`src/rtl/judge_ctrl.sv`:
```
// Rhythm-game judge: arms on a one-hot target and scores a key-press edge as a hit, or a wrong lane/timeout as a miss.
// All outputs are registered, so strobes and counters appear one clock after the deciding sample; there is no input backpressure.
module judge_ctrl #(
  parameter int MAX_WRONG = 5,
  parameter int TIMEOUT   = 1000
) (
  input  logic       clk,
  input  logic       rst,
  input  logic       start,
  input  logic       target_valid,
  input  logic [2:0] lane_target,
  input  logic [2:0] key,
  output logic [2:0] wrong_cnt,
  output logic [7:0] hit_cnt,
  output logic       wrong_pulse,
  output logic       round_done,
  output logic       busy,
  output logic       game_over
);

  typedef enum logic [1:0] {
    IDLE     = 2'd0,
    WAIT_TGT = 2'd1,
    ARMED    = 2'd2,
    OVER     = 2'd3
  } state_t;

  localparam logic [2:0]  LP_MAX_WRONG = 3'(MAX_WRONG);
  localparam logic [15:0] LP_TIMEOUT   = 16'(TIMEOUT);

  state_t      r_state;
  logic [15:0] r_timer;
  logic [2:0]  r_target;
  logic [2:0]  r_key_q;
  logic [2:0]  r_wrong_cnt;
  logic [7:0]  r_hit_cnt;
  logic        r_wrong_pulse;
  logic        r_round_done;

  logic [2:0]  w_edge;
  logic        w_onehot;
  logic [2:0]  w_wrong_inc;
  logic [7:0]  w_hit_inc;

  assign w_edge      = key & ~r_key_q;
  assign w_onehot    = (lane_target == 3'b001) || (lane_target == 3'b010) || (lane_target == 3'b100);
  assign w_wrong_inc = (r_wrong_cnt == LP_MAX_WRONG) ? r_wrong_cnt : r_wrong_cnt + 3'd1;
  assign w_hit_inc   = (r_hit_cnt == 8'hFF) ? r_hit_cnt : r_hit_cnt + 8'd1;

  always_ff @(posedge clk) begin
    if (rst) begin
      r_state       <= IDLE;
      r_timer       <= 16'd0;
      r_target      <= 3'd0;
      r_key_q       <= 3'd0;
      r_wrong_cnt   <= 3'd0;
      r_hit_cnt     <= 8'd0;
      r_wrong_pulse <= 1'b0;
      r_round_done  <= 1'b0;
    end else begin
      r_key_q       <= key;
      r_wrong_pulse <= 1'b0;
      r_round_done  <= 1'b0;
      case (r_state)
        IDLE, OVER: begin
          if (start) begin
            r_state     <= WAIT_TGT;
            r_wrong_cnt <= 3'd0;
            r_hit_cnt   <= 8'd0;
          end
        end
        WAIT_TGT: begin
          if (target_valid && w_onehot) begin
            r_target <= lane_target;
            r_timer  <= LP_TIMEOUT;
            r_state  <= ARMED;
          end
        end
        ARMED: begin
          // A press edge outranks an expiring timer in the same cycle.
          if (w_edge == r_target) begin
            r_hit_cnt    <= w_hit_inc;
            r_round_done <= 1'b1;
            r_state      <= WAIT_TGT;
          end else if ((w_edge != 3'd0) || (r_timer == 16'd1)) begin
            r_wrong_cnt   <= w_wrong_inc;
            r_wrong_pulse <= 1'b1;
            r_round_done  <= 1'b1;
            r_state       <= (w_wrong_inc == LP_MAX_WRONG) ? OVER : WAIT_TGT;
          end else begin
            r_timer <= r_timer - 16'd1;
          end
        end
        default: r_state <= IDLE;
      endcase
    end
  end

  assign wrong_cnt   = r_wrong_cnt;
  assign hit_cnt     = r_hit_cnt;
  assign wrong_pulse = r_wrong_pulse;
  assign round_done  = r_round_done;
  assign busy        = (r_state == WAIT_TGT) || (r_state == ARMED);
  assign game_over   = (r_state == OVER);

endmodule

```
`config.mk`:
```
export PLATFORM = sky130hd
export DESIGN_NAME = judge_ctrl
export DESIGN_NICKNAME = d
export VERILOG_FILES = /design/src/rtl/judge_ctrl.sv
export SDC_FILE = /design/constraint.sdc
export NUM_CORES = 1
export LEC_CHECK = 0
export BUFFER_PORTS_ARGS = -buffer_cell sky130_fd_sc_hd__buf_4
export CAP_MARGIN = 20
export CELL_PAD_IN_SITES_DETAIL_PLACEMENT = 0
export CELL_PAD_IN_SITES_GLOBAL_PLACEMENT = 2
export CORE_ASPECT_RATIO = 1.1
export CORE_MARGIN = 2
export CORE_UTILIZATION = 35
export CTS_BUF_LIST = sky130_fd_sc_hd__clkbuf_16
export CTS_CLUSTER_DIAMETER = 80
export DETAILED_ROUTE_END_ITERATION = 16
export PLACE_DENSITY = 0.83
export SYNTH_ARGS = -nofsm -noshare
export SYNTH_HDL_FRONTEND = slang
export SYNTH_SLANG_ARGS = --single-unit
```
`constraint.sdc`:
```
create_clock -name clk -period 5.9 [get_ports clk]
set_input_delay 0.59 -clock clk [delete_from_list [all_inputs] [get_ports clk]]
set_output_delay 0.59 -clock clk [all_outputs]
set_load 0.05 [all_outputs]
```
==> results of run 1 <==
cells by family after synthesis:
logic type | Yosys count
AOI/OAI and AO/OA | 59
xor gates and xnor gates | 6
adders and majority gates | 9
buffers and inverters | 20
DFF | 37
muxes | 6
and+or+nand+nor | 115
through the flow:
| stage | util (%) | power [W] | cells |
|---|---|---|---|
| CTS | 42.7 | 0.000753 | 352 |
| global placement | 40.4 | 0.000503 | 345 |
| global route | 42.7 | 0.000794 | 352 |
| finish | 42.7 | 0.000744 | 352 |
| detailed placement | 40.4 | 0.000501 | 345 |
| floorplan | - | 0.000454 | 252 |
per-layer routing:
layer  GRT usage, %  vias to the layer above  share of wire [%]
met2           25.1                       30                 45
met5              0                        -                  0
met1           22.8                      889                 51
li1               -                      990                  -
met4           5.26                        0               0.62
met3           3.51                        2                2.7
flip-flops by register name (all words and copies together) (netlist names):
signal / count
r_timer: 16
hit_cnt: 8
r_key_q: 3
r_target: 3
wrong_cnt: 3
r_state: 2
round_done: 1
wrong_pulse: 1
final cells by class:
| cell class | count | area [um^2] |
|---|---|---|
| Timing Repair Buffer | 25 | 188 |
| Clock inverter | 2 | 7.51 |
| Fill cell | 600 | 3330 |
| Tap cell | 77 | 96.3 |
| Inverter | 11 | 41.3 |
| Clock buffer | 5 | 125 |
| Multi-Input combinational cell | 195 | 1280 |
| Sequential cell | 37 | 741 |
how the worst max path moves through the flow:
stage               cells past startpoint                     from                        to
floorplan                               6           lane_target[1]  r_timer[11]$_SDFFE_PP0P_
global placement                        7           lane_target[0]  r_timer[12]$_SDFFE_PP0P_
detailed placement                      7           lane_target[1]  r_timer[12]$_SDFFE_PP0P_
CTS                                     8  r_state[0]$_SDFFE_PP0P_  r_timer[12]$_SDFFE_PP0P_
global route                            7  r_state[1]$_SDFFE_PP0P_  r_timer[12]$_SDFFE_PP0P_
finish                                  8  r_state[0]$_SDFFE_PP0P_  r_timer[12]$_SDFFE_PP0P_
power groups by stage:
stage	Combinational [W]	Sequential, W	Clock, W
floorplan	0.000163	0.000291	0
detailed placement	0.000205	0.000296	0
CTS	0.000206	0.000291	0.000256
finish	0.000205	0.000291	0.000248
global route	0.000231	0.000295	0.000268
global placement	0.000207	0.000296	0
worst register-to-register path, cell delays in order, from the launching register on:
cell and delay, ns:
dfxtp_1 0.34, inv_1 0.08, ha_1 0.45, inv_1 0.23, nor2_1 0.25, o211ai_4 0.13
or4_1 0.44, or4_1 0.40, o21ai_1 0.08
layout by cell type (no fill, tap or decap), types with 3 or more instances in the layout:
master,count
a211oi_1,4
a21oi_1,15
a31oi_1,5
and3_1,4
buf_4,25
clkbuf_16,5
dfxtp_1,37
ha_1,9
inv_1,12
mux2_2,3
mux2i_1,3
nand2_1,21
nand2b_1,4
nand3_1,8
nand3b_1,3
nand4_1,9
nand4b_1,3
nor2_1,21
nor2b_1,6
nor3_1,10
nor4_1,7
o21ai_0,7
o311ai_0,3
o31ai_1,5
o41ai_1,3
or2_2,3
or3_1,4
or4_1,7
xnor2_1,5
==> flow_metrics.tcl, run 1 <==
set metrics [dict create \
    cp.required_ns 6.11 \
    total_leakage_power_nw 0.908 \
    ctsResizeCount 0 \
    synthAdderAreaFrac_pct 5.35 \
    row_count 29 \
    p_int_w 0.000496 \
    rr_worst_depth 8 \
    power_frac_seq_pct 39.1 \
    grt_setup_unrepaired "no" \
    htree_levels 2 \
    grt_pass1_wl_mm 8.74 \
    worst-path-buf-inv 2 \
    fin_crit_sh_pct 41.7 \
    synth-edff-count 0 \
    avgRoutedWirePerCell_um 14.2 \
    wl_mm 5.01 \
    hold_viol 0 \
    cp_slowest_cell "ha_1" \
    post_cts_buffers 0 \
    syn_to_final_growth_pct 17.7 \
    synth_nets 271 \
    p_sw_w 0.000248 \
    crit_type "register to register" \
    syn_avg_cell_area_um2 8.35 \
    synthFlopType "dfxtp_1" \
    fin_area_um2 2480 \
    finalSetupViolCount 0 \
    synthTopCellsByArea "dfxtp_1, ha_1, nand2_1" \
    tightest_slew_ns 0.621 \
    portBuffers 24 \
    ant_nets 0 \
    antenna_cells 0 \
    synth.distinct_cells 49 \
    drt-pass1-iter-count 5 \
    start_util_pct 36.2 \
    min_period_ns 2.46 \
    asyncSetResetFlopFracSynth_pct 0 \
    setup_tns_ns 0 \
    synth_compound_area_share_pct 20.0 \
    yosysMostFrequentCell "dfxtp_1" \
    synth_xor_area_share_pct 2.50 \
    worstReg2RegStart "r_state[0]$_SDFFE_PP0P_" \
    yosysWarnings 0 \
    p_clk_share_pct 33.3 \
    timing.rr.end "r_timer[12]$_SDFFE_PP0P_" \
    gp_congestion 0.766 \
    ys_seq_area_share_pct 35.2 \
    cts.sinks 37 \
    antenna_found_initial 0 \
    clockBufferDepth 2 \
    grt_pass1_vias 1786 \
    crit_fanout 13 \
    vias 1911 \
    slowest_delay_ns 0.44 \
    core_um2 5810 \
    path_cells "inv_1, ha_1, inv_1, nor2_1, o211ai_4, or4_1, or4_1, o21ai_1" \
    endpoint_kind "register" \
    hold_path_startpoint "r_timer[13]$_SDFFE_PP0P_" \
    nets 294 \
    drv_slew 0 \
    combPwrFrac_pct 27.6 \
    netlist_area_um2 2100 \
    grtUsageTotal_pct 16.3 \
    ff2ff_setup_slack_ns 3.44 \
    worstHoldPathType "register to register" \
    arrival_ns 2.67 \
    swShare_pct 33.3 \
    dieWidth_um 77.9 \
    synth_top_family_by_area "simple AND/OR/NAND/NOR gates" \
    ys_ff_latch 37 \
    die_h_um 85.3 \
    layout-drive-gt1-share_pct 15.3 \
    synth-simple-area-share_pct 29.8 \
    synth_top_area_cell "dfxtp_1" \
    holdPathStages 2 \
    yosys-top-cells-count "dfxtp_1, nand2_1, nor2_1" \
    ios 25 \
    muxShareOfSynthArea_pct 3.03 \
    fin_ws_ns 3.44 \
    postSynthCellCount 252 \
    drcViolationCount 0 \
    drv_cap 0 \
    clock.fmax_ghz 0.407 \
    critical_path.startpoint_type "register" \
    holdPathEnd "r_timer[13]$_SDFFE_PP0P_" \
    cts-root-buf "clkbuf_16" \
    hold_slack_ns 0.500 \
    vias_per_cell 5.43 \
    place_ws_ns 3.40 \
    clk_latency_ns 0.28 \
    overflow 0 \
    status "complete, no violations" \
    dp_hpwl_mm 3.69 \
    clkTransAtPathRegs_ns 0.05 \
    p_per_area_nw_per_um2 301 \
    cts_buffers 5 \
    cts_tree "built" \
    drt_iter0_markers 84 \
    relSlewSlack_pct 58.3 \
    fin_skew_ns 0.00267 \
    grt_max_degree 32 \
    dieArea_um2 6650 \
    synth_top_cell_area_share_pct 35.2 \
    cts_hold_buf 0 \
    ir_drop_mv 0.137 \
    cpLargestDelayFamily "simple AND/OR/NAND/NOR gates" \
    placed_cell_area_um2 2340 \
]
(Power assumes the default switching activity.)
==> run 2, diff against run 1 <==
--- a/config.mk
+++ b/config.mk
@@ -11,11 +11,11 @@
 export CELL_PAD_IN_SITES_GLOBAL_PLACEMENT = 2
 export CORE_ASPECT_RATIO = 1.1
 export CORE_MARGIN = 2
-export CORE_UTILIZATION = 35
+export CORE_UTILIZATION = 31
 export CTS_BUF_LIST = sky130_fd_sc_hd__clkbuf_16
 export CTS_CLUSTER_DIAMETER = 80
 export DETAILED_ROUTE_END_ITERATION = 16
-export PLACE_DENSITY = 0.83
+export PLACE_DENSITY = 0.79
 export SYNTH_ARGS = -nofsm -noshare
 export SYNTH_HDL_FRONTEND = slang
 export SYNTH_SLANG_ARGS = --single-unit
==> constraint.sdc (replaced) <==
create_clock -name clk -period 2.1 [get_ports clk]
set_input_delay 0.21 -clock clk [delete_from_list [all_inputs] [get_ports clk]]
set_output_delay 0.21 -clock clk [all_outputs]
set_load 0.05 [all_outputs]
==> run 2 against run 1 <==
  * Wire length is 7.1% higher
  * Critical path depth is 2 lower
  * Global-route usage is 1.1 points lower
==> flow_metrics.tcl, run 2 (synthesis gave the netlist of run 1 again) <==
set metrics [dict create \
    avgRoutedWirePerCell_um 13.5 \
    vias 2078 \
    worstHoldPathType "input pin to register" \
    nets 335 \
    cts-root-buf "clkbuf_16" \
    clkTransAtPathRegs_ns 0.06 \
    cpMostUsedCell "or4_4" \
    finalSetupViolCount 0 \
    overflow 0 \
    drt_iter0_markers 57 \
    final_cell_mix "buf_4, dfxtp_1, nand2_1, nor2_1, a21oi_1" \
    p_per_area_nw_per_um2 811 \
    place_ws_ns -0.0318 \
    antenna_cells 0 \
    combPwrFrac_pct 35.6 \
    cts_buffers 5 \
    power_frac_seq_pct 34.1 \
    ir_drop_mv 0.331 \
    drv_cap 0 \
    cp_slowest_cell "or4_4" \
    cp.required_ns 2.31 \
    drcViolationCount 0 \
    regMostFlops "r_timer" \
    crit_fanout 2 \
    ios 25 \
    final_common_cell "buf_4" \
    dp_hpwl_mm 4.10 \
    dieWidth_um 82.6 \
    worst-path-buf-inv 0 \
    cts_hold_buf 0 \
    antenna_found_initial 0 \
    portBuffers 24 \
    drv_slew 0 \
    core_um2 6590 \
    grt_setup_unrepaired "yes" \
    swShare_pct 32.4 \
    grtUsageTotal_pct 15.2 \
    arrival_ns 2.30 \
    total_leakage_power_nw 1.12 \
    drt-pass1-iter-count 4 \
    cts.sinks 37 \
    hold_viol 0 \
    clock.fmax_ghz 0.478 \
    dp_cells 389 \
    die_h_um 90.4 \
    grt_pass1_wl_mm 8.89 \
    min_period_ns 2.09 \
    grt_pass1_vias 1981 \
    p_sw_w 0.000753 \
    critical_path.startpoint_type "register" \
    clockBufferDepth 2 \
    fin_ws_ns 0.00783 \
    syn_to_final_growth_pct 36.1 \
    cpLargestDelayFamily "simple AND/OR/NAND/NOR gates" \
    tightest_slew_ns 0.463 \
    path_cells "or4_4, nor3_4, o211ai_4, or4_4, or4_1, o21ai_1" \
    cts_tree "built" \
    dieArea_um2 7460 \
    stdcell_count 398 \
    slowest_delay_ns 0.55 \
    wl_mm 5.37 \
    crit_type "register to register" \
    ant_nets 0 \
    fin_skew_ns 0.00581 \
    p_int_w 0.00157 \
    htree_levels 2 \
    start_util_pct 31.9 \
    fin_crit_sh_pct 99.6 \
    p_clk_share_pct 30.3 \
    layout-drive-gt1-share_pct 31.6 \
    row_count 31 \
    endpoint_kind "register" \
    status "complete, no violations" \
    vias_per_cell 5.22 \
    gp_congestion 0.828 \
    largest_reg_flops 16 \
    grt_max_degree 26 \
    clk_latency_ns 0.28 \
    relSlewSlack_pct 68.9 \
    finalPower_w 0.00232 \
]
## run 2: power groups by stage
stage,Clock [W],Combinational (W),Sequential (W)
2_1_floorplan,0,0.000462,0.000819
6_report,0.000705,0.000827,0.000792
5_1_grt,0.000751,0.000916,0.000799
4_1_cts,0.000725,0.000799,0.000789
3_3_place_gp,0,0.000784,0.000802
3_5_place_dp,0,0.000783,0.000803
## run 2: final timing paths
check                            from                       end  slack (ns)  cells after the start
max           r_timer[2]$_SDFFE_PP0P_  r_timer[12]$_SDFFE_PP0P_       0.008                      6
min                            key[2]     r_key_q[2]$_SDFF_PP0_        0.15                      2
max reg2reg   r_timer[2]$_SDFFE_PP0P_  r_timer[12]$_SDFFE_PP0P_       0.008                      6
min reg2reg  r_timer[12]$_SDFFE_PP0P_  r_timer[12]$_SDFFE_PP0P_        0.50                      2
## run 2: layout make-up
| class | instances | area (um^2) |
|---|---|---|
| multi-input combinational | 195 | 1340 |
| timing repair buffer | 66 | 495 |
| sequential | 37 | 744 |
| inverter | 11 | 45.0 |
| clock inverter | 2 | 11.3 |
| clock buffer | 5 | 125 |
| tap | 82 | 103 |
| fill | 675 | 3730 |
## run 2: metrics by stage
stage	utilization, %	cell area [um^2]	TNS (ns)	hold slack [ns]
2_1_floorplan	-	2110	-0.382	0.338
3_3_place_gp	40.2	2650	0	0.431
3_5_place_dp	40.2	2650	-0.0912	0.438
4_1_cts	42.4	2800	0	0.146
5_1_grt	43.5	2870	-0.166	0.157
6_report	43.5	2870	0	0.146
## run 2: metal layers
layer	vias to the layer above	track usage (%)	routed length [um]
met5	-	0	0
met4	0	4.64	53
met3	4	3.60	189
met2	30	24.0	2550
met1	970	20.2	2580
li1	1074	-	-
## run 2: repair_timing
| item | in CTS | in global routing |
|---|---|---|
| gates resized for setup | 2 | 14 |
| setup endpoints to repair | 4 | 14 |
| setup buffers | 0 | 2 |
| pin swaps | 1 | 6 |
| cloned | 0 | 0 |
